`config.mk`:
```
export PLATFORM = sky130hd
export DESIGN_NAME = imem_loader_flat
export DESIGN_NICKNAME = d
export VERILOG_FILES = /design/src/rtl/imem_loader_if.sv /design/src/rtl/imem_loader.sv /design/src/flat_wrapper.sv
export SDC_FILE = /design/constraint.sdc
export NUM_CORES = 1
export LEC_CHECK = 0
export ABC_AREA = 1
export BUFFER_PORTS_ARGS = -buffer_cell sky130_fd_sc_hd__buf_2
export CORE_ASPECT_RATIO = 2
export CORE_MARGIN = 1.5
export CORE_UTILIZATION = 58
export DETAILED_ROUTE_END_ITERATION = 10
export PLACE_DENSITY = 0.85
export SETUP_SLACK_MARGIN = 0.2
export SLEW_MARGIN = 20
export SYNTH_ARGS = -nofsm -noshare
export SYNTH_HDL_FRONTEND = slang
export SYNTH_SLANG_ARGS = --single-unit
```
`constraint.sdc`:
```
create_clock -name clk -period 2.6 [get_ports clk]
set_clock_uncertainty 0.05 [all_clocks]
set_input_delay 0.78 -clock clk [delete_from_list [all_inputs] [get_ports clk]]
set_output_delay 0.78 -clock clk [all_outputs]
set_load 0.005 [all_outputs]
```
`src/rtl/imem_loader_if.sv`:
```
// Byte-stream and memory-write bus of the instruction memory loader.
// The loader takes the master modport; the stream source / memory side takes slave.
interface imem_loader_if;
    logic [7:0]  byte_in;
    logic        byte_valid;
    logic        byte_ready;
    logic        wr_en;
    logic [31:0] wr_address;
    logic [31:0] wr_data;

    modport master (
        input  byte_in,
        input  byte_valid,
        output byte_ready,
        output wr_en,
        output wr_address,
        output wr_data
    );

    modport slave (
        output byte_in,
        output byte_valid,
        input  byte_ready,
        input  wr_en,
        input  wr_address,
        input  wr_data
    );
endinterface

```
`src/rtl/imem_loader.sv`:
```
// Instruction memory loader: packs a byte stream MSB-first into 32-bit words
// and writes them to consecutive word offsets of the instruction memory image.
module imem_loader #(
    parameter logic [23:0] BASE_ADDRESS = 24'd0,
    parameter int unsigned MAX_WORDS    = 64
) (
    input  logic         clk,
    input  logic         reset_n,
    input  logic         start,
    input  logic [6:0]   word_count,
    output logic         busy,
    output logic         done,
    output logic         error,
    imem_loader_if.master bus
);

    localparam logic [1:0] IDLE  = 2'd0;
    localparam logic [1:0] LOAD  = 2'd1;
    localparam logic [1:0] WRITE = 2'd2;
    localparam logic [1:0] DONE  = 2'd3;

    logic [1:0]  state_q, state_d;
    logic [5:0]  offset_q, offset_d;
    logic [6:0]  count_q, count_d;
    logic [1:0]  byte_idx_q, byte_idx_d;
    logic [31:0] data_q, data_d;
    logic [31:0] addr_q, addr_d;
    logic [31:0] wdata_q, wdata_d;
    logic        error_q, error_d;
    logic        illegal_count;
    logic        accept;
    logic        last_word;

    assign illegal_count = (word_count == 7'd0) || ({25'd0, word_count} > MAX_WORDS);
    assign accept        = (state_q == LOAD) && bus.byte_valid;
    assign last_word     = ({1'b0, offset_q} == (count_q - 7'd1));

    always_comb begin
        state_d    = state_q;
        offset_d   = offset_q;
        count_d    = count_q;
        byte_idx_d = byte_idx_q;
        data_d     = data_q;
        addr_d     = addr_q;
        wdata_d    = wdata_q;
        error_d    = error_q;

        case (state_q)
            IDLE, DONE: begin
                if (start) begin
                    if (illegal_count) begin
                        error_d = 1'b1;
                        state_d = IDLE;
                    end else begin
                        error_d    = 1'b0;
                        count_d    = word_count;
                        offset_d   = 6'd0;
                        byte_idx_d = 2'd0;
                        state_d    = LOAD;
                    end
                end
            end
            LOAD: begin
                if (accept) begin
                    data_d     = {data_q[23:0], bus.byte_in};
                    byte_idx_d = byte_idx_q + 2'd1;
                    // Capture the finished word now so the write bus stays stable until the next word.
                    if (byte_idx_q == 2'd3) begin
                        wdata_d = {data_q[23:0], bus.byte_in};
                        addr_d  = {BASE_ADDRESS, offset_q, 2'b00};
                        state_d = WRITE;
                    end
                end
            end
            WRITE: begin
                if (last_word) begin
                    state_d = DONE;
                end else begin
                    offset_d = offset_q + 6'd1;
                    state_d  = LOAD;
                end
            end
            default: state_d = IDLE;
        endcase
    end

    always_ff @(posedge clk or negedge reset_n) begin
        if (!reset_n) begin
            state_q    <= IDLE;
            offset_q   <= 6'd0;
            count_q    <= 7'd0;
            byte_idx_q <= 2'd0;
            data_q     <= 32'd0;
            addr_q     <= 32'd0;
            wdata_q    <= 32'd0;
            error_q    <= 1'b0;
        end else begin
            state_q    <= state_d;
            offset_q   <= offset_d;
            count_q    <= count_d;
            byte_idx_q <= byte_idx_d;
            data_q     <= data_d;
            addr_q     <= addr_d;
            wdata_q    <= wdata_d;
            error_q    <= error_d;
        end
    end

    assign bus.byte_ready = (state_q == LOAD);
    assign bus.wr_en      = (state_q == WRITE);
    assign bus.wr_address = addr_q;
    assign bus.wr_data    = wdata_q;
    assign busy           = (state_q == LOAD) || (state_q == WRITE);
    assign done           = (state_q == DONE);
    assign error          = error_q;

endmodule

```
`src/flat_wrapper.sv`:
```
// flat-port wrapper written by rule: the top's interface ports become plain ports
module imem_loader_flat 
#(
    parameter logic [23:0] BASE_ADDRESS = 24'd0,
    parameter int unsigned MAX_WORDS    = 64
)
  (clk, reset_n, start, word_count, busy, done, error, bus_byte_in, bus_byte_valid, bus_byte_ready, bus_wr_en, bus_wr_address, bus_wr_data);
  imem_loader_if bus_i ();
  input  logic clk;
  input  logic reset_n;
  input  logic start;
  input  logic [6:0] word_count;
  output logic busy;
  output logic done;
  output logic error;
  input wire logic [$bits(bus_i.byte_in)-1:0] bus_byte_in;
  input wire logic [$bits(bus_i.byte_valid)-1:0] bus_byte_valid;
  output wire logic [$bits(bus_i.byte_ready)-1:0] bus_byte_ready;
  output wire logic [$bits(bus_i.wr_en)-1:0] bus_wr_en;
  output wire logic [$bits(bus_i.wr_address)-1:0] bus_wr_address;
  output wire logic [$bits(bus_i.wr_data)-1:0] bus_wr_data;
  assign bus_i.byte_in = bus_byte_in;
  assign bus_i.byte_valid = bus_byte_valid;
  assign bus_byte_ready = bus_i.byte_ready;
  assign bus_wr_en = bus_i.wr_en;
  assign bus_wr_address = bus_i.wr_address;
  assign bus_wr_data = bus_i.wr_data;
  imem_loader #(.BASE_ADDRESS(BASE_ADDRESS), .MAX_WORDS(MAX_WORDS)) u_core (.clk(clk), .reset_n(reset_n), .start(start), .word_count(word_count), .busy(busy), .done(done), .error(error), .bus(bus_i));
endmodule
```
* Yosys cells after proc, flatten, opt, wreduce, memory -nomap -nowiden
Cells that the tools add are included.
** Operators by class
- Add/sub/neg operators :: 3
- Magnitude comparators :: 1
- Equality and inequality tests :: 10
- Mux-type cells :: 15
- Bitwise operators :: 1
- Reductions and logical operators :: 15
** Operator list (number)
- 6-bit two-way mux :: 3
- 2-bit two-way mux :: 7
- 6-bit one-hot mux with 2 select lines :: 1
- 3-bit AND reduction :: 3
- 4-bit AND reduction :: 2
- 6-bit by 7-bit equality test with 1-bit output :: 1
- 7-bit > comparator, second input constant :: 1
- 7-bit logical NOT :: 1
- 7-bit by 1-bit subtractor with 7-bit output, second input constant :: 1
- 6-bit by 1-bit adder with 6-bit output, second input constant :: 1
- 2-bit equality test, second input constant :: 3
- 2-bit inequality test, second input constant :: 3
- 2-bit one-hot mux with 3 select lines :: 1
- 2-bit by 1-bit inequality test with 1-bit output, second input constant :: 2
- 2-bit one-hot mux with 2 select lines :: 1
- 2-bit AND reduction :: 2
- 2-bit nonzero test :: 2
- 2-bit by 1-bit adder with 2-bit output, second input constant :: 1
- 2-bit by 1-bit equality test with 1-bit output, second input constant :: 1
- 2-bit logical NOT :: 1
- 1-bit logical OR :: 2
- 1-bit two-way mux :: 2
- 2-bit OR reduction :: 1
- 1-bit logical AND :: 1
- 1-bit inverter :: 1
** Storage, ports and cells
- Flip-flop bits (word level) :: 80
- Input port bits :: 19
- Logic and storage cells :: 53

* Longest topological paths before layout
Gate-level depths: netlist (run 1).
- Depth after elaboration :: 5
- Depth in mapped cells :: 13
- Depth with buffers taken out :: 13

* Least setup slack after synthesis (run 1)
Ideal clock, no wire load.
- Kind :: input-to-reg
- From :: input port word_count[5]
- To :: register u_core.offset_q[4]
- Setup time :: 0.117 ns
- Data arrival time :: 1.539 ns
- Setup slack :: 0.894 ns
- Stages :: 8
- Buffers on the path :: 0
- Cell sequence :: nor2_1 nand4_1 nand3_1 nand2_1 inv_2 nand3_4 nand2_1 nand2_1
** Between the ends
- Cells in the longest elaborated chain, start to end :: 4
- Elaborated cells on any way between the ends :: 5
** Ends and longest elaborated chain
- from (decl) :: RTL line flat_wrapper.sv:12 : input logic [6:0] word_count;
- 7-bit > comparator or 7-bit logical NOT (tied branches) :: RTL line imem_loader.sv:34 : assign illegal_count = (word_count == 7'd0) || ({25'd0, word_count} > MAX_WORDS);
- 1-bit logical OR (*) :: RTL line imem_loader.sv:34
- 2-bit inequality test (no line) (*)
- 4-bit AND reduction (no line) (*)
- to (signal assigned) :: RTL line imem_loader.sv:99 : offset_q <= offset_d;
- to (decl) :: RTL line imem_loader.sv:23 : logic [5:0] offset_q, offset_d;
Mark *: on every way between the ends. The rest lies on a longest branch, timed or not.
A chain may end at the register's enable or synchronous reset.

* Worst setup path in the final report (run 1)
- From :: register u_core.state_q[0]
- To :: output port busy
** Between the ends
- Cells in the longest elaborated chain, start to end :: 2
- Elaborated cells on any way between the ends :: 3
** Ends and longest elaborated chain
- from (decl) :: RTL line imem_loader.sv:22 : logic [1:0] state_q, state_d;
- from (signal assigned) :: RTL line imem_loader.sv:98 : state_q <= state_d;
- 2-bit by 1-bit equality test with 1-bit output or 2-bit equality test (tied branches) :: RTL line imem_loader.sv:113 : assign busy = (state_q == LOAD) || (state_q == WRITE);
- 1-bit logical OR (*) :: RTL line imem_loader.sv:113
- to (decl) :: RTL line flat_wrapper.sv:13 : output logic busy;
Marked as above.

==> results of run 1 <==
[how the worst min path moves through the flow]
stage / startpoint / endpoint / slack [ps] / cells past startpoint
after floorplan: u_core.data_q[16]$_DFFE_PN0P_ / u_core.data_q[16]$_DFFE_PN0P_ / 400 / 2
after global placement: u_core.bus.wr_data[23]$_DFFE_PN0P_ / u_core.bus.wr_data[23]$_DFFE_PN0P_ / 410 / 2
after detailed placement: u_core.bus.wr_data[19]$_DFFE_PN0P_ / u_core.bus.wr_data[19]$_DFFE_PN0P_ / 420 / 2
after CTS: reset_n / u_core.data_q[19]$_DFFE_PN0P_ / 370 / 1
after global routing: reset_n / u_core.bus.wr_data[27]$_DFFE_PN0P_ / 390 / 1
final: reset_n / u_core.bus.wr_data[27]$_DFFE_PN0P_ / 350 / 1
[power groups by stage]
stage          Sequential, W  Clock, W  Combinational, W
3_5_place_dp         0.00190         0           0.00134
4_1_cts              0.00189   0.00130           0.00136
2_1_floorplan        0.00187         0          0.000931
6_report             0.00189   0.00127           0.00134
3_3_place_gp         0.00189         0           0.00128
5_1_grt              0.00193   0.00135           0.00156
[cell type report]
class	instances	area, um2
tap	86	107.6
clock inverter	4	52.55
clock buffer	12	256.5
inverter	47	176.4
timing repair buffer	65	362.8
multi-input combinational	281	1368
fill	502	1933
sequential	80	2002
[registers in the layout, summed over array words and instances (netlist names)]
signal / flops
u_core.bus.wr_address: 6
u_core.bus.wr_data: 32
u_core.byte_idx_q: 2
u_core.count_q: 7
u_core.data_q: 24
u_core.error: 1
u_core.offset_q: 6
u_core.state_q: 2
[layout by cell type, fill, tap and decap left out, types with 2 or more instances in the layout]
cell type and instances:
o21ai_0 60, clkinvlp_4 3, o21ai_1 4, mux2_2 9
buf_12 2, dfrtp_1 80, nand2_1 122, nor2_4 2
inv_1 42, a21oi_1 2, buf_4 3, nand4_1 7
inv_2 5, nand2_2 4, nand3_1 12, ha_1 6
buf_2 60, clkbuf_16 9, clkbuf_8 2, nor2_1 17
conb_1 26
[worst reg2reg max path, delay by kind of cell (launching register included)]
| kind | cells | cell delay (ps) |
|---|---|---|
| AND/OR/NAND/NOR | 8 | 800 |
| flip-flops | 1 | 410 |
| adder cells (fa/ha/maj) | 1 | 330 |
| buffers and inverters | 1 | 80 |
[routing by layer]
| layer | vias up | GRT usage (%) |
|---|---|---|
| li1 | 1414 | - |
| met1 | 1360 | 24.06 |
| met2 | 87 | 39.12 |
| met3 | 21 | 6.027 |
| met4 | 0 | 14.24 |
| met5 | - | 0 |
[stage by stage]
stage | setup slack (ps) | area (um2)
after floorplan | 893.7 | 3795
after global routing | 284.8 | 4325
after CTS | 352.7 | 4325
final | 361.5 | 4325
after detailed placement | 544.8 | 4016
after global placement | 648.8 | 4016
[logic make-up after synthesis]
kind of cell	share of synthesized area, %
simple gates	19.61
buf+inv	11.63
flops	54.09
compound gates	9.331
mux	2.738
fa+ha+maj	2.028
xor+xnor	0.4734
other cells	0.1013
==> out/metrics.cfg, run 1 <==
[placed_design]
dp.cells = 559
dpl.hpwl_um = 5211
place.gp.congestion = 0.8632
port_buffers = 61

[routing]
drcViolationCount = 0
ant_nets = 0
routed_wl_um = 7266
dr_wl_met2_um = 4038
route.layer.met1.wl_um = 2689
routed.top_layer = met4
vias = 2882
drtPass1Iterations = 4
wl_met3_um = 290
wl_per_cell_um = 12.64
drt-initial-drc-count = 183
viasPerCell = 5.012

[critical_path]
cpLargestDelayFamily = flip-flops
critical_path_buf_inv_count = 3
worst_ep_arrival_time_ps = 1410
r2r_cells = 10
cp-end-kind = primary output
critical_path_class = register to primary output
worstPathMaxFanout = 5
startpoint_type = register
cp-startpoint = u_core.state_q[0]$_DFFE_PN0P_
worst_path_max_delay_cell = dfrtp_1
cp_data_required_time_ps = 1770
crit_chain = inv_1 -> ha_1 -> inv_1 -> buf_2
cpMostUsedCell = inv_1
reg2reg_slack_ps = 880
reg2reg_from = u_core.state_q[0]$_DFFE_PN0P_
critPathMaxStageDelay_ps = 390
r2r_end = u_core.offset_q[3]$_DFFE_PN0P_
crit_end = busy
path_depth = 4

[clock_network]
cts-hold-fix-buffers = 0
clk_pin_slew_ps = 60
post-cts-setup-buffer-count = 0
clock_path_buffers = 2
cts_tree = done
numCtsBuffers = 9
clk_latency_ps = 330
cts_max_level = 3
ctsResizeCount = 0
clock-root-buffer = clkbuf_16
clock-sinks = 80

[layout]
final_cells = 575
nets = 509
drive_gt1_share_pct = 21.68
final_util_pct = 69.11
diodes = 0
syn2layout_area_growth_pct = 16.87

[power_and_ir_drop]
cellPowerDensity_nw_per_um2 = 1041
ir_drop_mv = 0.6058
p_total_w = 0.004502
internal-power_w = 0.002965
switchingPower_w = 0.001537
seq_power_share_pct = 41.9
switching_share_pct = 34.14
cellLeakagePower_nw = 2.356
pwr-share-comb_pct = 29.8
clkPwrFrac_pct = 28.3

[floorplan]
initial_core_util_pct = 59.14
placementRows = 41
core-area_um2 = 6259
die-area_um2 = 6898
io_pins = 88
die_height_um = 116.0
die_x_um = 59.49

[timing]
maxSlewViolCount = 0
finalSetupTns_ps = 0
hold_ws_ps = 354.9
fin_crit_sh_pct = 86.09
max_freq_ghz = 0.4467
rsz0062_at_grt = no
final-setup-viol-count = 0
finalHoldViolations = 0
finalCriticalPeriod_ps = 2238

[synth]
synth.avg_cell_area_um2 = 8.770
synth_area_leader_cell = dfrtp_1
yosysWarnings = 0
synthArstFlopShare_pct = 100.0
seq_area_frac_synth_pct = 54.09
synth_flop_cell = dfrtp_1
yosys-top-cells-area = dfrtp_1 (54%), nand2_1 (12%), o21ai_0 (8.1%), buf_4 (5.5%), inv_1 (4.3%)
synth_edf_count = 0
ys_ff_latch = 80
yosysMostFrequentCell = nand2_1
synth_cells = 422
synth_top_area_share_pct = 54.09
synthDistinctLibCells = 28
synth_common_cells = nand2_1 (122), dfrtp_1 (80), o21ai_0 (60), inv_1 (42), buf_4 (27)
netlist_area_um2 = 3701

[run_status]
status = completed

[flow_run]
max-cap-violations = 0

[global_routing]
grt_pass1_vias = 2739
grt_pass1_wl_um = 11670
grt_util_all_layers_pct = 22.90
antenna_found_initial = 0
grt_max_degree = 68
overflow = 0

[hold_path]
worstHoldPathType = input port to asynchronous set/reset pin

(Power assumes the default switching activity.)
==> run 2: changes to the inputs <==
- CORE_MARGIN: 1.5 -> 1
==> out/metrics.cfg, run 2 (synthesis gave the netlist of run 1 again) <==
[run_status]
status = completed

[floorplan]
die_x_um = 58.49
io_pins = 88
placementRows = 40
initial_core_util_pct = 61.12
die-area_um2 = 6724
core-area_um2 = 6056
die_height_um = 115.0

[global_routing]
grt_max_degree = 49
grt_pass1_vias = 2735
antenna_found_initial = 0
overflow = 0
grt_util_all_layers_pct = 23.98
grt_pass1_wl_um = 12120

[routing]
wl_per_cell_um = 12.61
drt-initial-drc-count = 168
vias = 2881
drcViolationCount = 0
ant_nets = 0
drtPass1Iterations = 4
routed_wl_um = 7240
viasPerCell = 5.019

[critical_path]
cpMostUsedCell = inv_1
critPathMaxStageDelay_ps = 370
crit_end = busy
reg2reg_from = u_core.count_q[0]$_DFFE_PN0P_
r2r_end = u_core.offset_q[4]$_DFFE_PN0P_
critical_path_class = register to primary output
cp-end-kind = primary output
worst_path_max_delay_cell = dfrtp_1
cp_data_required_time_ps = 1770
worst_ep_arrival_time_ps = 1380
worstPathMaxFanout = 5
r2r_cells = 12
crit_chain = inv_1 -> ha_1 -> inv_1 -> buf_2
reg2reg_slack_ps = 790
cp-startpoint = u_core.state_q[0]$_DFFE_PN0P_
startpoint_type = register

[power_and_ir_drop]
internal-power_w = 0.003011
switchingPower_w = 0.001557
switching_share_pct = 34.09
ir_drop_mv = 0.6952
seq_power_share_pct = 41.3
cellPowerDensity_nw_per_um2 = 1057
p_total_w = 0.004568
cellLeakagePower_nw = 2.363
pwr-share-comb_pct = 30.0
clkPwrFrac_pct = 28.7

[clock_network]
cts-hold-fix-buffers = 0
numCtsBuffers = 9
clock-root-buffer = clkbuf_16
clock-sinks = 80
cts_max_level = 3
clock_path_buffers = 2
ctsResizeCount = 0
post-cts-setup-buffer-count = 0
clk_latency_ps = 330
clk_pin_slew_ps = 60
cts_tree = done

[placed_design]
dpl.hpwl_um = 5107
place_area_um2 = 4009
dp.cells = 558
port_buffers = 61
place.gp.congestion = 1.002
place_worst_setup_slack_ps = 555.9

[timing]
finalSetupTns_ps = 0
fin_crit_sh_pct = 84.93
rsz0062_at_grt = no
final-setup-viol-count = 0
relSlewSlack_pct = 65.89
maxSlewViolCount = 0
finalCriticalPeriod_ps = 2208
worst_slew_pin_slew_ps = 511.6
max_freq_ghz = 0.4529
setup_slack_ps = 392.0
finalHoldViolations = 0

[layout]
diodes = 0
layout_commonest_cell = nand2_1
fillers = 463
largest_reg_flops = 32
nets = 510
fin_area_um2 = 4323
final_cells = 574
drive_gt1_share_pct = 21.63
layout_common_cells = nand2_1 (122), dfrtp_1 (80), o21ai_0 (60), buf_2 (60), inv_1 (42)
syn2layout_area_growth_pct = 16.80

[flow_run]
max-cap-violations = 0

[hold_path]
worstHoldPathType = input port to asynchronous set/reset pin

-- run 2: how the worst min path moves through the flow --
stage | startpoint | end | cells after the start
finish | reset_n | u_core.bus.wr_data[11]$_DFFE_PN0P_ | 1
global route | reset_n | u_core.bus.wr_data[23]$_DFFE_PN0P_ | 1
CTS | reset_n | u_core.bus.wr_data[23]$_DFFE_PN0P_ | 1
detailed placement | u_core.data_q[21]$_DFFE_PN0P_ | u_core.data_q[21]$_DFFE_PN0P_ | 2
global placement | u_core.bus.wr_data[6]$_DFFE_PN0P_ | u_core.bus.wr_data[6]$_DFFE_PN0P_ | 2
floorplan | u_core.data_q[16]$_DFFE_PN0P_ | u_core.data_q[16]$_DFFE_PN0P_ | 2
-- run 2: metal layers --
metal  track usage [%]  part of all wire, %
met5                 0                    0
met4             11.27                  1.7
met3             4.274                  3.6
met2             41.69                   55
met1             28.13                   39
-- run 2: worst max-delay path, delay by kind of cell, from the launching register on --
family / cells / cell delay, ps
DFF: 1 / 370
adders and majority gates: 1 / 330
buffers and inverters: 3 / 340
-- run 2: cell type report --
cell class / instances / area (um2) / share of cell area (%)
inverters: 47 / 176.4 / 4.081
repair buffers: 66 / 357.8 / 8.278
clock buffers: 11 / 232.7 / 5.383
multi-input cells: 281 / 1368 / 31.64
flip-flops and latches: 80 / 2002 / 46.31
well taps: 84 / 105.1 / 2.431
clock inverters: 5 / 81.33 / 1.881
-- run 2: power by group through the flow --
stage               combinational (W)  clock [W]  sequential [W]
global route                  0.00158    0.00139         0.00193
global placement              0.00129          0         0.00188
CTS                           0.00138    0.00133         0.00188
detailed placement            0.00135          0         0.00190
floorplan                    0.000931          0         0.00187
finish                        0.00137    0.00131         0.00188
-- run 2: stage by stage --
step                      hold slack, ps  util (%)
final                              370.2     71.38
after global routing               403.0     71.38
after CTS                          379.6     71.38
after detailed placement           419.1     66.20
after global placement             413.4     66.20
after floorplan                    399.2         -
